`src/rtl/bcp_core_pkg.sv`:
```
// rtl/bcp_core_pkg.sv - shared sizes, literal/clause types and FSM states for the BCP engine
package bcp_core_pkg;

    localparam int K                   = 3;
    localparam int MAX_VARS_BITS       = 8;
    localparam int MAX_CLAUSES_BITS    = 8;
    localparam int CLAUSE_TABLE_BITS   = 8;
    localparam int UNASSIGNED_CNT_BITS = $clog2(K + 1);

    typedef struct packed {
        logic                     valid;
        logic                     neg;
        logic [MAX_VARS_BITS-1:0] var_idx;
    } lit_t;

    typedef lit_t [K-1:0] clause_t;

    typedef enum logic [2:0] {
        IDLE,
        CHECK,
        OCC,
        EVAL,
        DONE
    } bcp_state_t;

endpackage

```
`src/rtl/bcp_core_if.sv`:
```
// rtl/bcp_core_if.sv - control handshake, memory read ports, var-state lookup and imply push of the BCP engine
interface bcp_core_if;
    import bcp_core_pkg::*;

    logic                         reset_bcp;
    logic                         bcp_en;
    logic [CLAUSE_TABLE_BITS-1:0] start_clause;
    logic [CLAUSE_TABLE_BITS-1:0] end_clause;
    logic                         bcp_busy;
    logic                         conflict;
    logic [MAX_CLAUSES_BITS-1:0]  bcp_clause_idx;

    logic                         occ_rd_en;
    logic [CLAUSE_TABLE_BITS-1:0] occ_rd_addr;
    logic [MAX_CLAUSES_BITS-1:0]  occ_rd_data;
    logic                         cl_rd_en;
    logic [MAX_CLAUSES_BITS-1:0]  cl_rd_addr;
    clause_t                      cl_rd_data;

    logic [K-1:0][MAX_VARS_BITS-1:0] vs_var;
    logic [K-1:0]                    vs_val;
    logic [K-1:0]                    vs_unassigned;

    logic                         full_imply;
    logic                         push_imply;
    logic [MAX_VARS_BITS-1:0]     var_in_imply;
    logic                         val_in_imply;

    // slave is the BCP engine; master is the surrounding control/memory side
    modport slave (
        input  reset_bcp, bcp_en, start_clause, end_clause,
        output bcp_busy, conflict, bcp_clause_idx,
        output occ_rd_en, occ_rd_addr, input occ_rd_data,
        output cl_rd_en, cl_rd_addr, input cl_rd_data,
        output vs_var, input vs_val, vs_unassigned,
        input  full_imply, output push_imply, var_in_imply, val_in_imply
    );

    modport master (
        output reset_bcp, bcp_en, start_clause, end_clause,
        input  bcp_busy, conflict, bcp_clause_idx,
        input  occ_rd_en, occ_rd_addr, output occ_rd_data,
        input  cl_rd_en, cl_rd_addr, output cl_rd_data,
        input  vs_var, output vs_val, vs_unassigned,
        output full_imply, input push_imply, var_in_imply, val_in_imply
    );

endinterface

```
`src/rtl/bcp_core_clause_eval.sv`:
```
// rtl/bcp_core_clause_eval.sv - combinational clause evaluation: satisfied, conflicting, or unit with the forced literal
module bcp_core_clause_eval
    import bcp_core_pkg::*;
(
    input  clause_t                  lits,
    input  logic [K-1:0]             vs_val,
    input  logic [K-1:0]             vs_unassigned,
    output logic                     sat,
    output logic                     conflict,
    output logic                     unit,
    output logic [MAX_VARS_BITS-1:0] unit_var,
    output logic                     unit_val
);

    logic [UNASSIGNED_CNT_BITS-1:0] n_open;

    // Invalid literal slots are padding and take no part in the decision.
    always_comb begin
        sat      = 1'b0;
        n_open   = '0;
        unit_var = '0;
        unit_val = 1'b0;
        for (int i = 0; i < K; i++) begin
            if (lits[i].valid) begin
                if (vs_unassigned[i]) begin
                    n_open   = n_open + UNASSIGNED_CNT_BITS'(1);
                    unit_var = lits[i].var_idx;
                    unit_val = ~lits[i].neg;
                end else if (vs_val[i] != lits[i].neg) begin
                    sat = 1'b1;
                end
            end
        end
    end

    assign conflict = !sat && (n_open == '0);
    assign unit     = !sat && (n_open == UNASSIGNED_CNT_BITS'(1));

endmodule

```
`src/rtl/bcp_core.sv`:
```
// rtl/bcp_core.sv - BCP engine: scans an occurrence-list slice, pushes unit implications, flags conflicts; BCP_EARLY_EXIT_EN stops at the first conflict
module bcp_core
    import bcp_core_pkg::*;
(
    input logic       clock,
    input logic       reset_n,
    bcp_core_if.slave bus
);

    bcp_state_t                   state;
    logic [CLAUSE_TABLE_BITS-1:0] ptr;
    logic [CLAUSE_TABLE_BITS-1:0] end_ptr;
    logic                         busy_r;
    logic                         conflict_r;
    logic [MAX_CLAUSES_BITS-1:0]  clause_idx_r;

    logic                     ev_sat;
    logic                     ev_conflict;
    logic                     ev_unit;
    logic [MAX_VARS_BITS-1:0] ev_unit_var;
    logic                     ev_unit_val;
    logic                     push_fire;

    bcp_core_clause_eval u_eval (
        .lits          (bus.cl_rd_data),
        .vs_val        (bus.vs_val),
        .vs_unassigned (bus.vs_unassigned),
        .sat           (ev_sat),
        .conflict      (ev_conflict),
        .unit          (ev_unit),
        .unit_var      (ev_unit_var),
        .unit_val      (ev_unit_val)
    );

    always_comb begin
        bus.vs_var = '0;
        for (int i = 0; i < K; i++) begin
            bus.vs_var[i] = bus.cl_rd_data[i].var_idx;
        end
    end

    // Reads issue from the state itself so each single-cycle memory returns
    // data exactly in the following state: CHECK -> OCC -> EVAL.
    assign bus.occ_rd_en   = (state == CHECK) && (ptr != end_ptr);
    assign bus.occ_rd_addr = ptr;
    assign bus.cl_rd_en    = (state == OCC);
    assign bus.cl_rd_addr  = bus.occ_rd_data;

    assign push_fire        = (state == EVAL) && ev_unit && !bus.full_imply && !bus.reset_bcp;
    assign bus.push_imply   = push_fire;
    assign bus.var_in_imply = ev_unit_var;
    assign bus.val_in_imply = ev_unit_val;

    assign bus.bcp_busy       = busy_r;
    assign bus.conflict       = conflict_r;
    assign bus.bcp_clause_idx = clause_idx_r;

    always_ff @(posedge clock or negedge reset_n) begin
        if (!reset_n) begin
            state        <= IDLE;
            ptr          <= '0;
            end_ptr      <= '0;
            busy_r       <= 1'b0;
            conflict_r   <= 1'b0;
            clause_idx_r <= '0;
        end else if (bus.reset_bcp) begin
            state        <= IDLE;
            ptr          <= '0;
            end_ptr      <= '0;
            busy_r       <= 1'b0;
            conflict_r   <= 1'b0;
            clause_idx_r <= '0;
        end else begin
            case (state)
                IDLE: begin
                    if (bus.bcp_en) begin
                        ptr        <= bus.start_clause;
                        end_ptr    <= bus.end_clause;
                        conflict_r <= 1'b0;
                        busy_r     <= 1'b1;
                        state      <= CHECK;
                    end
                end
                CHECK: begin
                    state <= (ptr == end_ptr) ? DONE : OCC;
                end
                OCC: begin
                    // Once a conflict is flagged the index stays on the first offender.
                    if (!conflict_r) begin
                        clause_idx_r <= bus.occ_rd_data;
                    end
                    state <= EVAL;
                end
                EVAL: begin
                    if (ev_conflict) begin
                        conflict_r <= 1'b1;
`ifdef BCP_EARLY_EXIT_EN
                        state      <= DONE;
`else
                        ptr        <= ptr + CLAUSE_TABLE_BITS'(1);
                        state      <= CHECK;
`endif
                    end else if (ev_sat || !ev_unit || !bus.full_imply) begin
                        ptr   <= ptr + CLAUSE_TABLE_BITS'(1);
                        state <= CHECK;
                    end
                end
                DONE: begin
                    busy_r <= 1'b0;
                    state  <= IDLE;
                end
                default: begin
                    busy_r <= 1'b0;
                    state  <= IDLE;
                end
            endcase
        end
    end

endmodule

```
`src/flat_wrapper.sv`:
```
// flat-port wrapper written by rule: the top's interface ports become plain ports
module bcp_core_flat import bcp_core_pkg::*;
  (clock, reset_n, bus_reset_bcp, bus_bcp_en, bus_start_clause, bus_end_clause, bus_bcp_busy, bus_conflict, bus_bcp_clause_idx, bus_occ_rd_en, bus_occ_rd_addr, bus_occ_rd_data, bus_cl_rd_en, bus_cl_rd_addr, bus_cl_rd_data, bus_vs_var, bus_vs_val, bus_vs_unassigned, bus_full_imply, bus_push_imply, bus_var_in_imply, bus_val_in_imply);
  bcp_core_if bus_i ();
  input logic clock;
  input logic reset_n;
  input wire logic [$bits(bus_i.reset_bcp)-1:0] bus_reset_bcp;
  input wire logic [$bits(bus_i.bcp_en)-1:0] bus_bcp_en;
  input wire logic [$bits(bus_i.start_clause)-1:0] bus_start_clause;
  input wire logic [$bits(bus_i.end_clause)-1:0] bus_end_clause;
  output wire logic [$bits(bus_i.bcp_busy)-1:0] bus_bcp_busy;
  output wire logic [$bits(bus_i.conflict)-1:0] bus_conflict;
  output wire logic [$bits(bus_i.bcp_clause_idx)-1:0] bus_bcp_clause_idx;
  output wire logic [$bits(bus_i.occ_rd_en)-1:0] bus_occ_rd_en;
  output wire logic [$bits(bus_i.occ_rd_addr)-1:0] bus_occ_rd_addr;
  input wire logic [$bits(bus_i.occ_rd_data)-1:0] bus_occ_rd_data;
  output wire logic [$bits(bus_i.cl_rd_en)-1:0] bus_cl_rd_en;
  output wire logic [$bits(bus_i.cl_rd_addr)-1:0] bus_cl_rd_addr;
  input wire logic [$bits(bus_i.cl_rd_data)-1:0] bus_cl_rd_data;
  output wire logic [$bits(bus_i.vs_var)-1:0] bus_vs_var;
  input wire logic [$bits(bus_i.vs_val)-1:0] bus_vs_val;
  input wire logic [$bits(bus_i.vs_unassigned)-1:0] bus_vs_unassigned;
  input wire logic [$bits(bus_i.full_imply)-1:0] bus_full_imply;
  output wire logic [$bits(bus_i.push_imply)-1:0] bus_push_imply;
  output wire logic [$bits(bus_i.var_in_imply)-1:0] bus_var_in_imply;
  output wire logic [$bits(bus_i.val_in_imply)-1:0] bus_val_in_imply;
  assign bus_i.reset_bcp = bus_reset_bcp;
  assign bus_i.bcp_en = bus_bcp_en;
  assign bus_i.start_clause = bus_start_clause;
  assign bus_i.end_clause = bus_end_clause;
  assign bus_bcp_busy = bus_i.bcp_busy;
  assign bus_conflict = bus_i.conflict;
  assign bus_bcp_clause_idx = bus_i.bcp_clause_idx;
  assign bus_occ_rd_en = bus_i.occ_rd_en;
  assign bus_occ_rd_addr = bus_i.occ_rd_addr;
  assign bus_i.occ_rd_data = bus_occ_rd_data;
  assign bus_cl_rd_en = bus_i.cl_rd_en;
  assign bus_cl_rd_addr = bus_i.cl_rd_addr;
  assign bus_i.cl_rd_data = bus_cl_rd_data;
  assign bus_vs_var = bus_i.vs_var;
  assign bus_i.vs_val = bus_vs_val;
  assign bus_i.vs_unassigned = bus_vs_unassigned;
  assign bus_i.full_imply = bus_full_imply;
  assign bus_push_imply = bus_i.push_imply;
  assign bus_var_in_imply = bus_i.var_in_imply;
  assign bus_val_in_imply = bus_i.val_in_imply;
  bcp_core u_core (.clock(clock), .reset_n(reset_n), .bus(bus_i));
endmodule
```
`config.mk`:
```
export PLATFORM = sky130hd
export DESIGN_NAME = bcp_core_flat
export DESIGN_NICKNAME = d
export VERILOG_FILES = /design/src/rtl/bcp_core_pkg.sv /design/src/rtl/bcp_core_if.sv /design/src/rtl/bcp_core_clause_eval.sv /design/src/rtl/bcp_core.sv /design/src/flat_wrapper.sv
export SDC_FILE = /design/constraint.sdc
export NUM_CORES = 1
export LEC_CHECK = 0
export BUFFER_PORTS_ARGS = -buffer_cell sky130_fd_sc_hd__buf_2
export CAP_MARGIN = 15
export CORE_MARGIN = 5
export CORE_UTILIZATION = 35
export CTS_CLUSTER_SIZE = 28
export DETAILED_ROUTE_END_ITERATION = 16
export GPL_ROUTABILITY_DRIVEN = 0
export PLACE_DENSITY_LB_ADDON = 0.05
export SKIP_CTS_REPAIR_TIMING = 1
export SLEW_MARGIN = 20
export SYNTH_ARGS = -nofsm -noshare
export SYNTH_HDL_FRONTEND = slang
export SYNTH_SLANG_ARGS = --single-unit
```
`constraint.sdc`:
```
create_clock -name clock -period 2.92 [get_ports clock]
set_input_delay 0.146 -clock clock [delete_from_list [all_inputs] [get_ports clock]]
set_output_delay 0.146 -clock clock [all_outputs]
set_load 0.01 [all_outputs]
```
-- Yosys cells after proc, flatten, opt, wreduce, memory -nomap -nowiden
Index checks and enable logic that the tools add are counted.
- bits in registers: 29
- bits of input ports: 65
- add/sub/neg operators: 3
- equality and inequality tests: 14
- muxes and demuxes: 51
- bitwise operators: 3
- reduce and logical (&&, ||, !) cells: 25
- operator list (kind ; count):
    $mux W8 ; 16
    $mux W1 ; 22
    $pmux W8 S2 ; 1
    $mux W3 ; 5
    $pmux W3 S4 ; 1
    $add A8 B1 Y8 const B ; 1
    $eq A8 B8 Y1 ; 1
    $mux W2 ; 4
    $ne A8 B8 Y1 ; 1
    $reduce_and A2 Y1 ; 4
    $eq A3 B2 Y1 const B ; 2
    $logic_and A1 B1 Y1 ; 6
    $reduce_and A3 Y1 ; 2
    $reduce_bool A2 Y1 ; 3
    $add A2 B1 Y2 const B ; 2
    $logic_not A1 Y1 ; 4
    $ne A4 B3 Y1 const B ; 1
    $pmux W1 S2 ; 2
    $eq A3 B1 Y1 const B ; 1
    $logic_not A3 Y1 ; 1
    $ne A1 B1 Y1 ; 3
    $ne A3 B2 Y1 const B ; 1
    $ne A3 B3 Y1 const B ; 1
    $not A1 Y1 ; 3
    other kinds (7) ; 8

-- Longest topological paths before layout
Gate-level depths: netlist (run 1).
- depth in word-level cells: 19
- mapped depth: 8
- mapped depth without buffers: 8

-- By module
From an unflattened synthesis (run 1), not the netlist that was laid out.
- cell total of the unflattened synthesis: 248
- area, all modules: 2123.3 µm²
- modules (own cells, without submodules) (module ; times used ; cells each ; area an instance (µm²)):
    bcp_core ; 1 ; 186 ; 1766.7
    bcp_core_clause_eval ; 1 ; 62 ; 356.6

-- Worst setup path before layout (run 1)
OpenSTA, ideal clock, no wires.
- kind: in2reg
- from: input port bus_cl_rd_data[9]
- to: register u_core.ptr[0] (netlist: u_core.bus.occ_rd_addr[0])
- setup time: 0.125 ns
- arrival time: 1.806 ns
- data required time: 2.795 ns
- path slack: 0.990 ns
- stages on the path: 8
- cells stage by stage: nand2_1 > inv_1 > ha_1 > a211o_1 > a21oi_1 > a311oi_1 > a31oi_4 > mux2_2
- word-level cells in the longest chain between the ends: 14
- elaborated cells on any way between the ends: 27
- RTL lines (what ; RTL line ; RTL):
    from (decl) ; flat_wrapper.sv:19 ; input wire logic [$bits(bus_i.cl_rd_data)-1:0] bus_cl_rd_data;
    $mux W1 ; bcp_core_clause_eval.sv:24 ; if (lits[i].valid) begin
    $add A2 B1 Y2 / $mux W1 (equally long branches) ; bcp_core_clause_eval.sv:26, bcp_core_clause_eval.sv:29 ;
    $mux W2 / $mux W1 (equally long branches) ; bcp_core_clause_eval.sv:25 ; if (vs_unassigned[i]) begin
    $mux W2 / $mux W1 (equally long branches) ; bcp_core_clause_eval.sv:24 ;
    $add A2 B1 Y2 / $mux W1 (equally long branches) ; bcp_core_clause_eval.sv:26, bcp_core_clause_eval.sv:29 ;
    $mux W2 / $mux W1 (equally long branches) ; bcp_core_clause_eval.sv:25 ;
    $mux W2 / $mux W1 (equally long branches) ; bcp_core_clause_eval.sv:24 ;
    $eq A2 B1 Y1 / $logic_not A1 Y1 (equally long branches) ; bcp_core_clause_eval.sv:37, bcp_core_clause_eval.sv:36 ;
    $logic_and A1 B1 Y1 ; bcp_core_clause_eval.sv:37 ; assign unit = !sat && (n_open == UNASSIGNED_CNT_BITS'(1));
    $logic_not A1 Y1 ; bcp_core.sv:103 ; end else if (ev_sat || !ev_unit || !bus.full_imply) begin
    $logic_or A1 B1 Y1 (2 in series) ; bcp_core.sv:103 ;
    $ne A4 B3 Y1 (no source line) ; - ;
    $reduce_and A3 Y1 (no source line) ; - ;
    to (signal assigned) ; bcp_core.sv:77 ; ptr <= bus.start_clause;
    to (signal assigned) ; bcp_core.sv:100 ; ptr <= ptr + CLAUSE_TABLE_BITS'(1);
    to (signal assigned) ; bcp_core.sv:104 ; ptr <= ptr + CLAUSE_TABLE_BITS'(1);
    to (decl) ; bcp_core.sv:11 ; logic [CLAUSE_TABLE_BITS-1:0] ptr;
Several ways; a longest one is shown, not always the timed one.
A chain may end at the register's enable or synchronous reset.

-- Worst setup path after layout (run 1)
- from: register u_core.state[2]
- to: output port bus_push_imply
- word-level cells in the longest chain between the ends: 4
- RTL lines (what ; RTL line ; RTL):
    from (decl) ; bcp_core.sv:10 ; bcp_state_t state;
    from (signal assigned) ; bcp_core.sv:85 ; state <= (ptr == end_ptr) ? DONE : OCC;
    $eq A3 B2 Y1 ; bcp_core.sv:49 ; assign push_fire = (state == EVAL) && ev_unit && !bus.full_imply && !bus.reset_bcp;
    $logic_and A1 B1 Y1 (3 in series) ; bcp_core.sv:49 ;
    to (decl) ; flat_wrapper.sv:24 ; output wire logic [$bits(bus_i.push_imply)-1:0] bus_push_imply;
Every way passes these cells.

==> results.md, run 1 <==
- Skew-Pair Late Insertion Delay: 280 ps
- Starting Density: 35.7%
- Final Cycle Share: 67.7%
- Die area: between 0.007 and 0.008 mm²
- Sequential share of the synthesized area: around a third
- DP Wirelength: 4.40 mm
- Cell Rows: 28
- H-tree level count: 2
- Largest net degree at the start of global routing: 30
- Syn_nets: 308
- Top-Level Pins: 127
- Overall power: 1150 µW
- Fin. Hold Viols: 0
- WL final: 5.57 mm
- Tightest Hold Check Type: primary input to flop
- IO buf count: approximately 130
- Max-cap violations: 0
- Sinks on Clock Net: 29
- Critical path class: flop to output pin
- Synth Flop Type: dfrtp_1
- Post-synthesis mux area share: approximately 3.8%
- Static leakage: between 0.001 and 0.0015 µW
- Max Clock Freq: 506 MHz
- Core Area: 0.00585 mm²
- VDD IR-drop max: 205 µV
- Final setup viols: 0
- CTS tree: built
- Vias in the first global route: between 1500 and 2000
- Grt peak-use layer: met2
- Worst slew pin tran: 703 ps
- Via count: 1957
- Crit path capture type: output pin
- Met2 Resource Use GR: 24.8%
- PD cells: 442 mW/mm²
- RSZ-0062 raised after global routing: false
- Drt wl/cell: approximately 14 µm
- Root buffer cell: clkbuf_8
- Overflow after GRT: 0
- XOR/XNOR Fraction of Synth Area: 7.98%
- CTS Buf Count: 5
- Die width: 87.2 µm
- Compound-Gate Fraction of Synth Area: 18.0%
- Register area: ~730 µm²
- Mapped Area: 0.00209 mm²
- Syn Inst Count: between 200 and 250
- Iteration-0 DRC count of the detailed router: 86
- Slew headroom: 53.0%
- Clock slew at reported path FFs: 60 ps
- CP required: 2770 ps
- Global routing usage on met1: 19.5%
- Adder and majority cell fraction of the synthesized area: 1.20%
- Number of fill cells in the layout: 617
- # diodes: 0
- Vias per cell: 4.78
- Drt drc: 0
- Layout Nets: 400
- Critical-path maximum fanout: 9
- Setup Skew: 5.20 ps
- Post-synth ARST share: 100%
- Area grow syn2layout: 25.1%
- CTS max path bufs: 2
- TNS Setup: 0 ps
- DRT Pass-1 Iters: 4
- First-pass GRT wire length: roughly 9.3 mm
- M3 GR Usage: 4.73%
- Die Y: 87.2 µm
- Post-Syn Area per Cell: 8.65 µm²
- Simple-gate share of the synthesized area: a little under a fifth
- Footprint of the multi-input gates: 0.00104 mm²
- Largest family of logic cells by synthesized area: simple AND/OR/NAND/NOR gates
- Worst setup SP type: flop
- Final Util: 44.6%
- Routed Antenna Nets: 0
- Minimum clock period after layout: 1980 ps
- Warnings, synthesis: 0
- Global Route Usage Sum: between 10% and 20%
- Initial antenna violation count: 0
- Synth cell types: 43
- Status: finished clean
- Share of cells above drive strength 1: 44.3%
- Post-synth EDFFs: 0
- FF+latch count, synth: 29
- Slew Viols, Final: 0
- WP data arrival: around 1800 ps
-- cells by family after synthesis --
logic type / count (synthesis)
AOI/OAI and AO/OA: 55
buffers and inverters: 48
adders and majority gates: 2
muxes: 7
and+or+nand+nor: 81
DFF: 29
xor gates and xnor gates: 19
-- layer usage --
| layer | vias to the layer above | share of wire (%) |
|---|---|---|
| met5 | - | 0 |
| met4 | 0 | 0.97 |
| met3 | 8 | 8.5 |
| met2 | 66 | 47 |
| met1 | 895 | 44 |
| li1 | 988 | - |
-- cell usage in the layout (no fill, tap or decap), types with 2 or more instances in the layout --
cell type,instances
nor3_1,2
and3_1,3
nand2b_1,2
nand3_1,9
xor2_1,10
mux2_2,7
a21oi_1,27
buf_2,126
clkbuf_8,5
nor4_1,2
a22o_1,6
nand2_1,37
ha_1,2
dfrtp_1,29
clkinv_2,2
nor3b_1,3
nor2_1,14
a22oi_1,8
inv_1,6
xnor2_1,9
-- synthesized netlist by cell type (all sizes together), types with 6 or more instances --
library cell / n / area, µm²
inv: 6 / 22.5
a22o: 6 / 52.6
nor2: 15 / 63.8
mux2: 7 / 78.8
clkbuf: 8 / 30.0
buf: 34 / 263
a21oi: 28 / 144
nand2: 37 / 139
nand3: 9 / 45.0
xor2: 10 / 87.6
xnor2: 9 / 78.8
a22oi: 8 / 60.1
dfrtp: 29 / 726
-- worst paths after layout --
path,to,depth (start not counted),startpoint,slack (ps)
min,u_core.end_ptr[7]$_DFFE_PN0P_,3,bus_end_clause[7],90
max reg2reg,u_core.bus.occ_rd_addr[6]$_DFFE_PN0P_,5,u_core.state[1]$_DFFE_PN0P_,960
min reg2reg,u_core.bus.bcp_clause_idx[2]$_DFFE_PN0P_,2,u_core.bus.bcp_clause_idx[2]$_DFFE_PN0P_,530
max in group asynchronous,u_core.end_ptr[4]$_DFFE_PN0P_,2,reset_n,2060
max,bus_push_imply,5,u_core.state[2]$_DFFE_PN0P_,940
min in group asynchronous,u_core.bus.occ_rd_addr[1]$_DFFE_PN0P_,2,reset_n,440
-- through the flow --
stage / instances / hold WS [ps] / cell area (µm²) / worst slack, ps
floorplan: 241 / -150 / 2090 / 990
global placement: 400 / 225 / 2520 / 701
detailed placement: 400 / 226 / 2520 / 679
CTS: 408 / -80.2 / 2600 / 839
global route: 409 / 91.2 / 2610 / 736
finish: 409 / 94.0 / 2610 / 942
-- power breakdown --
part           total, µW  leakage (µW)  switching, µW  internal [µW]
Combinational        354      0.000937            190            165
Clock                313     0.0000450            148            165
Sequential           486      0.000388           47.5            439
Total               1150       0.00137            386            768
-- flip-flops by register name (all words and copies together) (netlist names) --
register                   cells
u_core.bus.bcp_clause_idx      8
u_core.bus.conflict            1
u_core.bus.bcp_busy            1
u_core.bus.occ_rd_addr         8
u_core.end_ptr                 8
u_core.state                   3
-- critical path: stages (launching register included) --
cell	delay (ps)
dfrtp_1	490
nor2_4	180
nand3_1	180
nor4_4	370
and3_1	200
buf_2	130
-- area by class of cell --
class                      count  share of cell area (%)
sequential                    29                    27.8
tap                           75                    3.60
multi-input combinational    164                    40.0
clock inverter                 2                   0.384
clock buffer                   6                    2.78
inverter                       6                   0.863
timing repair buffer         127                    24.5
Power figures use the tool's default switching activity.
==> run 2, diff against run 1 <==
- clock period: 2.92 -> 2 ns (I/O delays scaled with it)
==> run 2 against run 1 <==
  * Sequential share of layout area down 1.3 points
  * Largest cell class unchanged
  * Routed wire length rose by 1.9%
  * Critical endpoint is now u_core.bus.occ_rd_addr[7]$_DFFE_PN0P_
  * Combinational power rose by 56%
  * Utilization grew 2.2 points
  * Via count is 2.7% higher
  * Die area unchanged
  * Worst setup slack worse by 780 ps
==> results.md, run 2 (synthesized netlist as in run 1, its figures left out) <==
- Critical path class: flop to flop
- H-tree level count: 2
- Placed cells: 412
- Min-delay src: bus_end_clause[7]
- Vias per cell: roughly 4.8
- Drt drc: 0
- Global Route Usage Sum: 15.0%
- Routed Antenna Nets: 0
- PD cells: 690 mW/mm²
- Pre-CTS WS: -15.3 ps
- First-pass GRT wire length: 9.14 mm
- Commonest cells after routing, fill and taps aside: 126 x buf_2, 37 x nand2_1, 29 x dfrtp_1
- CP bufs+invs: 0
- Number of fill cells in the layout: between 600 and 700
- DRT Pass-1 Iters: 4
- Max Clock Freq: approximately 540 MHz
- Iteration-0 DRC count of the detailed router: 49
- WL final: 5.67 mm
- VDD IR-drop max: 337 µV
- Share of cells above drive strength 1: 46.5%
- CTS max path bufs: 2
- CTS Buf Count: 5
- Fin. Hold Viols: 0
- Layout Nets: 412
- Minimum clock period after layout: 1840 ps
- R2r worst-path depth: 5
- Skew-Pair Late Insertion Delay: 280 ps
- Final setup viols: 0
- Setup Skew: 4.77 ps
- Top-Level Pins: 127
- Leading cell type in the layout, fill and taps excluded: buf_2
- Critical-path maximum fanout: 8
- Final setup margin: 165 ps
- Worst Hold Path EP: u_core.end_ptr[7]$_DFFE_PN0P_
- Die Y: 87.2 µm
- Vias in the first global route: 1985
- Max-cap violations: 0
- Sinks on Clock Net: 29
- Overflow after GRT: 0
- WP data arrival: 2000 ps
- R2r startpoint: u_core.state[0]$_DFFE_PN0P_
- Slowest-stage cell, CP: or3b_4
- Final Util: 46.8%
- # diodes: 0
- Static leakage: between 0.001 and 0.0015 µW
- CP cell instances: or3b_4 -> a21oi_2 -> nor2_1 -> a31oi_4 -> mux2_2
- RSZ-0062 raised after global routing: false
- Cell family with most CP delay: simple AND/OR/NAND/NOR gates
- Via count: 2010
- Worst hold slack: roughly 50 ps
- Hold-critical path depth: 3
- DP Wirelength: approximately 4.6 mm
- CP required: about 2200 ps
- CTS tree: built
- Die width: 87.2 µm
- Final Cycle Share: 91.8%
- Worst setup SP type: flop
- Drt wl/cell: 13.5 µm
- Status: finished clean
- Setup slack, reg-to-reg: 160 ps
- Slew headroom: 56.5%
- Reg-to-Reg End: u_core.bus.occ_rd_addr[7]$_DFFE_PN0P_
- Crit path capture type: flop
- Max stage delay on crit path: 430 ps
- Die area: 0.00760 mm²
- Tightest Hold Check Type: primary input to flop
- Worst slew pin tran: between 600 and 700 ps
- IO buf count: 126
- Starting Density: 35.7%
- Root buffer cell: clkbuf_8
- Largest net degree at the start of global routing: 30
- Area grow syn2layout: 31.3%
- Core Area: ~0.0059 mm²
- Clock slew at reported path FFs: 70 ps
- Cell Rows: 28
- Initial antenna violation count: 0
- Post-Layout Cell Count: 421
- Slew Viols, Final: 0
-- run 2: changes by cell type in the layout (fill, tap and decap cells not counted) --
cell	previous run	this run
a2111oi_0	1	0
a2111oi_1	0	1
buf_4	0	12
bufinv_16	0	1
clkbuf_1	1	0
clkbuf_8	5	6
clkinv_2	2	0
clkinvlp_4	0	1
-- run 2: through the flow --
step	area, µm²	power [µW]	setup TNS, ps
global placement	2610	1270	-126
floorplan	2090	1060	0
global route	2740	2000	0
detailed placement	2610	1270	-96.7
CTS	2730	1920	0
finish	2740	1890	0
-- run 2: power breakdown --
part / internal (µW) / switching, µW
logic: 265 / 288
registers: 640 / 61.6
clock network: 405 / 230
-- run 2: worst register-to-register path: cells and delay by family (launching register included) --
family | cells | cell delay [ps]
simple gates | 2 | 520
compound gates | 2 | 450
flops | 1 | 380
mux | 1 | 380
-- run 2: worst max-delay path by stage --
stage / startpoint / endpoint / slack [ps] / cells past startpoint
after global placement: bus_cl_rd_data[9] / u_core.bus.occ_rd_addr[7]$_DFFE_PN0P_ / -20 / 9
after global routing: u_core.bus.occ_rd_addr[2]$_DFFE_PN0P_ / bus_occ_rd_en / 50 / 4
after detailed placement: bus_cl_rd_data[9] / u_core.bus.occ_rd_addr[7]$_DFFE_PN0P_ / -20 / 9
after CTS: u_core.bus.occ_rd_addr[2]$_DFFE_PN0P_ / bus_occ_rd_en / 30 / 4
after floorplan: bus_cl_rd_data[9] / u_core.bus.occ_rd_addr[0]$_DFFE_PN0P_ / 120 / 8
final: u_core.state[0]$_DFFE_PN0P_ / u_core.bus.occ_rd_addr[7]$_DFFE_PN0P_ / 160 / 5
-- run 2: per-layer routing --
layer / up-vias / GRT usage, % / wire (µm)
met3: 5 / 4.45 / 453
met1: 930 / 19.3 / 2440
li1: 1011 / - / -
met4: 0 / 3.77 / 38
met2: 64 / 24.8 / 2740
met5: - / 0 / 0
-- run 2: final cells by class --
| class | instances | area [µm²] | area share (%) |
|---|---|---|---|
| inverter | 6 | 22.5 | 0.822 |
| multi-input combinational | 164 | 1050 | 38.2 |
| timing repair buffer | 139 | 731 | 26.7 |
| sequential | 29 | 726 | 26.5 |
| clock buffer | 6 | 82.6 | 3.02 |
| tap | 75 | 93.8 | 3.43 |
| clock inverter | 2 | 37.5 | 1.37 |
==> run 3, diff against run 2 <==
- CORE_UTILIZATION: 35 -> 44
==> run 3 against run 2 <==
  * Combinational power barely moved
  * Count of clock-buffer cells in the layout grew 1
  * Die area decreased by 18%
  * Critical endpoint is now bus_occ_rd_en
  * Flip-flop and latch count stayed put
  * Sequential power about the same
  * Hold slack got worse by 4.4 ps
==> results.md, run 3 (synthesized netlist as in run 1, its figures left out) <==
- Status: finished clean
- Placement Cell Area: ~0.0026 mm²
- Static leakage: 0.00143 µW
- Tightest Hold Check Type: primary input to flop
- Critical-path maximum fanout: 5
- Layout Nets: slightly above 400
- Cell family with most CP delay: compound AO/OA/AOI/OAI gates
- WL final: 5.49 mm
- Minimum clock period after layout: 1880 ps
- Drt wl/cell: 13.8 µm
- Number of fill cells in the layout: 455
- Critical path class: flop to output pin
- PD cells: 696 mW/mm²
- WP data arrival: 1780 ps
- CP cell instances: xor2_1 -> nor4_1 -> a2111oi_1 -> buf_2
- Slowest-stage cell, CP: a2111oi_1
- Pint: ~1300 µW
- Overflow after GRT: 0
- Worst setup SP type: flop
- Slew Viols, Final: 0
- Final Cycle Share: between 90 and 100%
- Max stage delay on crit path: 550 ps
- Via count: 2023
- CP bufs+invs: 1
- Final setup viols: 0
- Area grow syn2layout: 29.2%
- Commonest cells after routing, fill and taps aside: 126 x buf_2, 37 x nand2_1, 29 x dfrtp_1
- CTS max path bufs: 2
- Routed Antenna Nets: 0
- Flop pwr share: 37.4%
- Max Clock Freq: between 500 and 600 MHz
- # diodes: 0
- VDD IR-drop max: roughly 420 µV
- Drt drc: 0
- H-tree level count: 2
- Clk pwr share: 33.0%
- Fin. Hold Viols: 0
- Top-Level Pins: 127
- Register area: 726 µm²
- Sinks on Clock Net: 29
- Clock slew at reported path FFs: 60 ps
- IO buf count: 126
- Max-cap violations: 0
- Slew headroom: 56.8%
- Gate power share: between 20% and 30%
- Share of cells above drive strength 1: a little under half
- Worst slew pin tran: 647 ps
- Leading cell type in the layout, fill and taps excluded: buf_2
- Net Switching: 567 µW
- Global Route Usage Sum: 17.6%
- DP Wirelength: between 4 and 5 mm
- Switching Fraction: 30.2%
- Final instance area: 0.00269 mm²
- Largest net degree at the start of global routing: 30
- Iteration-0 DRC count of the detailed router: 72
- TNS Setup: 0 ps
- Core Area: 0.00466 mm²
- Starting Density: around 45%
- Die Y: approximately 80 µm
- CP required: 1900 ps
- Vias in the first global route: between 1500 and 2000
- Vias per cell: 5.08
- Crit path capture type: output pin
- Skew-Pair Late Insertion Delay: 280 ps
- First-pass GRT wire length: 8.68 mm
- CTS tree: built
- Die width: 78.9 µm
- Cell Rows: 25
- Initial antenna violation count: 0
- Footprint of the multi-input gates: 0.00105 mm²
- Die area: 0.00622 mm²
- DRT Pass-1 Iters: 4
- Root buffer cell: clkbuf_8
- CTS Buf Count: 5
- Setup Skew: approximately 8 ps
-- run 3: layer usage --
metal / share of wire, % / up-vias / track usage, % / routed length, µm
met4: 1.1 / 0 / 5.15 / 62
met5: 0 / - / 0 / 0
li1: - / 1015 / - / -
met3: 7.5 / 7 / 4.76 / 414
met2: 48 / 70 / 29.4 / 2620
met1: 43 / 931 / 22.2 / 2390
-- run 3: per-stage QoR --
stage | instances | hold slack [ps] | worst slack (ps) | power (µW) | utilization, %
6_report | 398 | 46.9 | 117 | 1880 | 57.8
5_1_grt | 398 | 48.5 | -21.2 | 1980 | 57.8
4_1_cts | 397 | -139 | 135 | 1890 | 57.6
3_5_place_dp | 389 | 164 | -19.6 | 1270 | 55.1
3_3_place_gp | 389 | 161 | -5.42 | 1260 | 55.1
2_1_floorplan | 241 | -196 | 116 | 1060 | -
-- run 3: final cells by class --
class                   instances  share of cell area, %
well taps                      54                   2.51
clock inverters                 1                   1.11
inverters                       6                  0.836
multi-input cells             164                   38.8
flip-flops and latches         29                   26.9
clock buffers                   7                   3.20
repair buffers                137                   26.6
-- run 3: path summary, 6_finish.rpt --
check,start,slack (ps),end,cells past startpoint
max,u_core.bus.occ_rd_addr[6]$_DFFE_PN0P_,120,bus_occ_rd_en,4
min,bus_end_clause[4],50,u_core.end_ptr[4]$_DFFE_PN0P_,3
max reg2reg,u_core.state[0]$_DFFE_PN0P_,150,u_core.bus.occ_rd_addr[7]$_DFFE_PN0P_,5
min reg2reg,u_core.bus.bcp_busy$_DFFE_PN0P_,520,u_core.bus.bcp_busy$_DFFE_PN0P_,2
max in group asynchronous,reset_n,1200,u_core.bus.occ_rd_addr[2]$_DFFE_PN0P_,2
min in group asynchronous,reset_n,380,u_core.bus.occ_rd_addr[3]$_DFFE_PN0P_,2
-- run 3: power groups by stage --
stage	clock network, µW	logic, µW	registers, µW
after floorplan	0	342	719
after global placement	0	549	712
after detailed placement	0	553	713
after CTS	635	556	703
after global routing	653	615	713
final	618	555	702
-- run 3: worst reg2reg max path, cell delays in order (launching register included) --
cell and delay, ps:
dfrtp_1 380, or3b_4 420, a21oi_2 140, nor2_1 100, a31oi_4 320, mux2_2 390
